===== config.mk =====
export PLATFORM = sky130hd
export DESIGN_NAME = mux2_stream_arbiter_flat
export DESIGN_NICKNAME = d
export VERILOG_FILES = /design/src/rtl/mux2_stream_arbiter_if.sv /design/src/rtl/mux2_stream_arbiter.sv /design/src/flat_wrapper.sv
export SDC_FILE = /design/constraint.sdc
export NUM_CORES = 1
export LEC_CHECK = 0
export BUFFER_PORTS_ARGS = -buffer_cell sky130_fd_sc_hd__buf_2
export CORE_AREA = 3 3 48 46
export CTS_CLUSTER_SIZE = 12
export DETAILED_ROUTE_END_ITERATION = 10
export DIE_AREA = 0 0 51 49
export PLACE_DENSITY_LB_ADDON = 0.12
export SLEW_MARGIN = 10
export SYNTH_ARGS = -nofsm -noshare
export SYNTH_HDL_FRONTEND = slang
export SYNTH_SLANG_ARGS = --single-unit

===== constraint.sdc =====
create_clock -name clk -period 1.8 [get_ports clk]
set_input_delay 0.36 -clock clk [delete_from_list [all_inputs] [get_ports clk]]
set_output_delay 0.36 -clock clk [all_outputs]
set_load 0.005 [all_outputs]

===== src/rtl/mux2_stream_arbiter_if.sv =====
// mux2_stream_arbiter_if: two valid/ready requesters, one registered output stream, arbiter status
interface mux2_stream_arbiter_if #(parameter int WIDTH = 8);
  logic in0_valid, in0_ready, in0_last;
  logic in1_valid, in1_ready, in1_last;
  logic [WIDTH-1:0] in0_data, in1_data, out_data;
  logic out_valid, out_ready, out_last, out_src, sel, busy;
  modport master (
    output in0_valid, in0_data, in0_last, in1_valid, in1_data, in1_last, out_ready,
    input  in0_ready, in1_ready, out_valid, out_data, out_last, out_src, sel, busy
  );
  modport slave (
    input  in0_valid, in0_data, in0_last, in1_valid, in1_data, in1_last, out_ready,
    output in0_ready, in1_ready, out_valid, out_data, out_last, out_src, sel, busy
  );
endinterface


===== src/rtl/mux2_stream_arbiter.sv =====
// mux2_stream_arbiter: round-robin 2:1 stream mux with optional packet lock and registered output
module mux2_stream_arbiter #(
  parameter int WIDTH    = 8,
  parameter bit LOCK_PKT = 1'b1
) (
  input logic clk,
  input logic rst,
  mux2_stream_arbiter_if.slave bus
);
  typedef enum logic {IDLE, LOCK} state_t;
  state_t state_q, state_d;
  logic last_grant_q, last_grant_d, sel_q, sel_d;
  logic out_valid_q, out_valid_d, out_last_q, out_last_d, out_src_q, out_src_d;
  logic [WIDTH-1:0] out_data_q, out_data_d;
  logic load_en, has_grant, grant, acc, acc_last, pkt_open;
  always_comb begin
    load_en = !out_valid_q || bus.out_ready;
    has_grant = state_q == LOCK || bus.in0_valid || bus.in1_valid;
    // In LOCK the held select is the owner; otherwise a tie goes against the last winner
    grant = state_q == LOCK ? sel_q : (bus.in0_valid && bus.in1_valid) ? !last_grant_q : bus.in1_valid;
    sel_d = (has_grant && load_en) ? grant : sel_q;
    bus.in0_ready = load_en && !grant && bus.in0_valid;
    bus.in1_ready = load_en && grant && bus.in1_valid;
    acc = bus.in0_ready || bus.in1_ready;
    acc_last = grant ? bus.in1_last : bus.in0_last;
    pkt_open = LOCK_PKT && !acc_last;
    out_valid_d = acc || (out_valid_q && !bus.out_ready);
    out_data_d = acc ? (sel_d ? bus.in1_data : bus.in0_data) : out_data_q;
    out_last_d = acc ? acc_last : out_last_q;
    out_src_d = acc ? grant : out_src_q;
    state_d = acc ? (pkt_open ? LOCK : IDLE) : state_q;
    last_grant_d = (acc && !pkt_open) ? grant : last_grant_q;
  end
  always_ff @(posedge clk) begin
    if (rst) begin
      state_q <= IDLE;
      last_grant_q <= 1'b1;
      sel_q <= 1'b0;
      out_valid_q <= 1'b0;
      out_data_q <= '0;
      out_last_q <= 1'b0;
      out_src_q <= 1'b0;
    end else begin
      state_q <= state_d;
      last_grant_q <= last_grant_d;
      sel_q <= sel_d;
      out_valid_q <= out_valid_d;
      out_data_q <= out_data_d;
      out_last_q <= out_last_d;
      out_src_q <= out_src_d;
    end
  end
  assign bus.out_valid = out_valid_q;
  assign bus.out_data = out_data_q;
  assign bus.out_last = out_last_q;
  assign bus.out_src = out_src_q;
  assign bus.sel = sel_d;
  assign bus.busy = state_q == LOCK;
endmodule


===== src/flat_wrapper.sv =====
// flat-port wrapper written by rule: the top's interface ports become plain ports
module mux2_stream_arbiter_flat 
#(
  parameter int WIDTH    = 8,
  parameter bit LOCK_PKT = 1'b1
)
  (clk, rst, bus_in0_valid, bus_in0_data, bus_in0_last, bus_in1_valid, bus_in1_data, bus_in1_last, bus_out_ready, bus_in0_ready, bus_in1_ready, bus_out_valid, bus_out_data, bus_out_last, bus_out_src, bus_sel, bus_busy);
  mux2_stream_arbiter_if #(.WIDTH(WIDTH)) bus_i ();
  input logic clk;
  input logic rst;
  input wire logic [$bits(bus_i.in0_valid)-1:0] bus_in0_valid;
  input wire logic [$bits(bus_i.in0_data)-1:0] bus_in0_data;
  input wire logic [$bits(bus_i.in0_last)-1:0] bus_in0_last;
  input wire logic [$bits(bus_i.in1_valid)-1:0] bus_in1_valid;
  input wire logic [$bits(bus_i.in1_data)-1:0] bus_in1_data;
  input wire logic [$bits(bus_i.in1_last)-1:0] bus_in1_last;
  input wire logic [$bits(bus_i.out_ready)-1:0] bus_out_ready;
  output wire logic [$bits(bus_i.in0_ready)-1:0] bus_in0_ready;
  output wire logic [$bits(bus_i.in1_ready)-1:0] bus_in1_ready;
  output wire logic [$bits(bus_i.out_valid)-1:0] bus_out_valid;
  output wire logic [$bits(bus_i.out_data)-1:0] bus_out_data;
  output wire logic [$bits(bus_i.out_last)-1:0] bus_out_last;
  output wire logic [$bits(bus_i.out_src)-1:0] bus_out_src;
  output wire logic [$bits(bus_i.sel)-1:0] bus_sel;
  output wire logic [$bits(bus_i.busy)-1:0] bus_busy;
  assign bus_i.in0_valid = bus_in0_valid;
  assign bus_i.in0_data = bus_in0_data;
  assign bus_i.in0_last = bus_in0_last;
  assign bus_i.in1_valid = bus_in1_valid;
  assign bus_i.in1_data = bus_in1_data;
  assign bus_i.in1_last = bus_in1_last;
  assign bus_i.out_ready = bus_out_ready;
  assign bus_in0_ready = bus_i.in0_ready;
  assign bus_in1_ready = bus_i.in1_ready;
  assign bus_out_valid = bus_i.out_valid;
  assign bus_out_data = bus_i.out_data;
  assign bus_out_last = bus_i.out_last;
  assign bus_out_src = bus_i.out_src;
  assign bus_sel = bus_i.sel;
  assign bus_busy = bus_i.busy;
  mux2_stream_arbiter #(.WIDTH(WIDTH), .LOCK_PKT(LOCK_PKT)) u_core (.clk(clk), .rst(rst), .bus(bus_i));
endmodule

==> results.tsv <==
metric	value	unit
synth_top_family_by_area	compound AO/OA/AOI/OAI gates	
tightest_slew	0.5854	ns
core_area	0.001699	mm²
internal_power	0.6030	mW
drv_slew	0	
path_delay_family	simple AND/OR/NAND/NOR gates	
grt-ovfl-total	0	
cts_max_level	1	
antenna_left	0	
grt_util_met2	25.75	%
use_met3	6.422	%
synth-simple-area-share	15.69	%
initialDrtViolationCount	18	
rr_endpoint	u_core.bus.out_data[2]	
crit_path_end_kind	primary output	
nNetsFinal	150	
cts.sinks	14	
antenna_found_initial	0	
power_density	828.3	mW/mm²
synth_compound_area_share	39.05	%
worst-r2r-cell-count	4	
cts_made_buffers	3	
grtUsageTotal	16.95	%
cpMaxStageDelayCell	dfxtp_1	
synth_area_per_cell	8.904	µm²
worst_setup_path_start_kind	register	
layout_commonest_cell	buf_2	
die_h	49	µm
ctsRootBufferMaster	clkbuf_4	
finalSetupViolations	0	
muxShareOfSynthArea	1.307	%
clockBufferDepth	2	
insertion_delay	0.28	ns
cp_cell_sequence	nor2b_2 > or2_4 > o21ai_2 > buf_2	
finalCritPeriodShare	94.92	%
p_leak	0.4814	nW
synth_nets	109	
crit_buf_inv	1	
drtPass1Iterations	4	
layout-drive-gt1-share	45.24	%
switchingPower	0.2645	mW
diodes	0	
yosys-top-cells-area	dfxtp_1 (37%), o211ai_1 (17%), a311oi_1 (9.2%)	
syn_inst	86	
grt-busiest-layer	met2	
post_cts_buffers	0	
synth_edf_count	0	
status	completed	
ios	38	
hold_end	u_core.last_grant_q	
pwr-share-clk	26.5	%
cap_violations	0	
start_util	45.07	%
grt_pass1_wl	3318	µm
synth.distinct_cells	32	
vdd_drop_max	0.7583	mV
postCtsHoldBufs	0	
crit_required	1.44	ns
die_x	51	µm
via_count	804	
crit_fanout	5	
wl_per_cell	13.34	µm
hold_violations	0	
synth.top_cell.area_share	36.60	%
skew	0.004842	ns
syn-cell-area	765.7	µm²
min_path_cells	3	
port_buffers	37	
yosysTopAreaCell	dfxtp_1	
tns	0	ns
synth_seq_cells	14	
regToRegStartpoint	u_core.bus.out_valid	
yosysSeqAreaShare	36.60	%
dp_hpwl	1487	µm
final_cell_mix	buf_2 (37), o211ai_1 (17), dfxtp_1 (13), nor2_1 (11), a311oi_1 (8)	
use_met1	22.92	%
drc	0	
synthAdderAreaFrac	0	%
grt_pass1_vias	738	
dp_cells	146	
cp-startpoint	u_core.bus.out_valid	
area_growth	36.76	%
grt_max_degree	17	
p_seq_share	42.9	%
p_sw_share	30.49	%
drt-total-wl	2001	µm
final_cells	150	
synth_xor_area_share	0	%
cts_tree	yes	
hold_start	bus_in1_last	
rsz0062_at_grt	no	
gp_congestion	0.7376	
synth_flop_cell	dfxtp_1	
min_path_type	primary input to register	
r2r_slack	0.22	ns
die_area	0.002499	mm²
arrival	1.35	ns
fmax	0.5853	GHz
period_needed	1.709	ns
maxSlewHeadroom	60.89	%
critPathKind	register to primary output	
synthArstFlopShare	0	%
yosysWarnings	0	
clkTransAtPathRegs	0.09	ns
slowest_delay	0.32	ns
combPwrFrac	30.6	%
std_cell_rows	14	
via_per_inst	5.360	
==> worst max-delay path by stage <==
stage	end	slack (ns)	depth (start not counted)
6_report	bus_sel	0.09	4
5_1_grt	bus_sel	0.03	4
4_1_cts	bus_sel	0.02	4
3_5_place_dp	u_core.bus.out_data[2]	0.14	6
3_3_place_gp	u_core.bus.out_data[2]	0.18	6
2_1_floorplan	bus_in0_ready	0.28	4
==> worst register-to-register path: stages (launching register included) <==
cell	delay, ns
dfxtp_1	0.32
nor2b_2	0.18
o21bai_1	0.50
o211ai_1	0.18
a311oi_1	0.31
==> stage by stage <==
stage	worst slack, ns	total power, mW	area [µm²]	hold slack [ns]	util (%)
after floorplan	0.2822	0.5339	765.7	0.4619	-
after global placement	0.1750	0.6338	993.5	0.4457	58.47
after detailed placement	0.1439	0.6374	993.5	0.4541	58.47
after CTS	0.02355	0.8701	1033	0.3320	60.82
after global routing	0.03136	0.9148	1047	0.3526	61.63
final	0.09138	0.8674	1047	0.3297	61.63
==> metal layers <==
metal	vias to the layer above	wire length, µm	part of all wire [%]
li1	421	-	-
met1	352	934	47
met2	29	904	45
met3	2	154	7.7
met4	0	7	0.35
met5	-	0	0
==> timing repair <==
item | in CTS | in global routing
gates cloned | 0 | 0
endpoints found under the setup margin | 2 | 2
hold endpoints to repair | 0 | 0
gates resized for setup | 2 | 4
==> Yosys cell counts (2+ instances only) <==
library cell and number:
buf_2 3, a21oi_1 2, nand3_1 2, o211ai_1 17
o21ai_1 2, nor2_1 11, inv_1 3, dfxtp_1 14
a311oi_1 8, buf_4 2
==> flip-flops by register name (all words and copies together), names as in the netlist <==
| register | flops |
|---|---|
| u_core.bus.out_data | 8 |
| u_core.bus.out_src | 1 |
| u_core.bus.busy | 1 |
| u_core.bus.out_last | 1 |
| u_core.last_grant_q | 1 |
| u_core.sel_q | 1 |
| u_core.bus.out_valid | 1 |
==> area by class of cell <==
cell class,count,area (µm²)
repair buffers,43,242.7
clock buffers,4,36.28
multi-input cells,62,442.9
well taps,24,30.03
fillers,162,651.9
inverters,3,11.26
flip-flops and latches,14,284.0
==> power by group through the flow <==
stage | logic [mW] | clock network, mW | registers [mW]
3_5_place_dp | 0.259 | 0 | 0.378
5_1_grt | 0.295 | 0.242 | 0.378
2_1_floorplan | 0.154 | 0 | 0.380
6_report | 0.265 | 0.230 | 0.372
4_1_cts | 0.262 | 0.237 | 0.372
3_3_place_gp | 0.258 | 0 | 0.376
==> kinds of logic after synthesis <==
kind of cell,count (synthesis)
AOI/OAI and AO/OA,38
DFF,14
and+or+nand+nor,23
muxes,1
buffers and inverters,10
No activity file was read; power rests on OpenSTA's default activity.
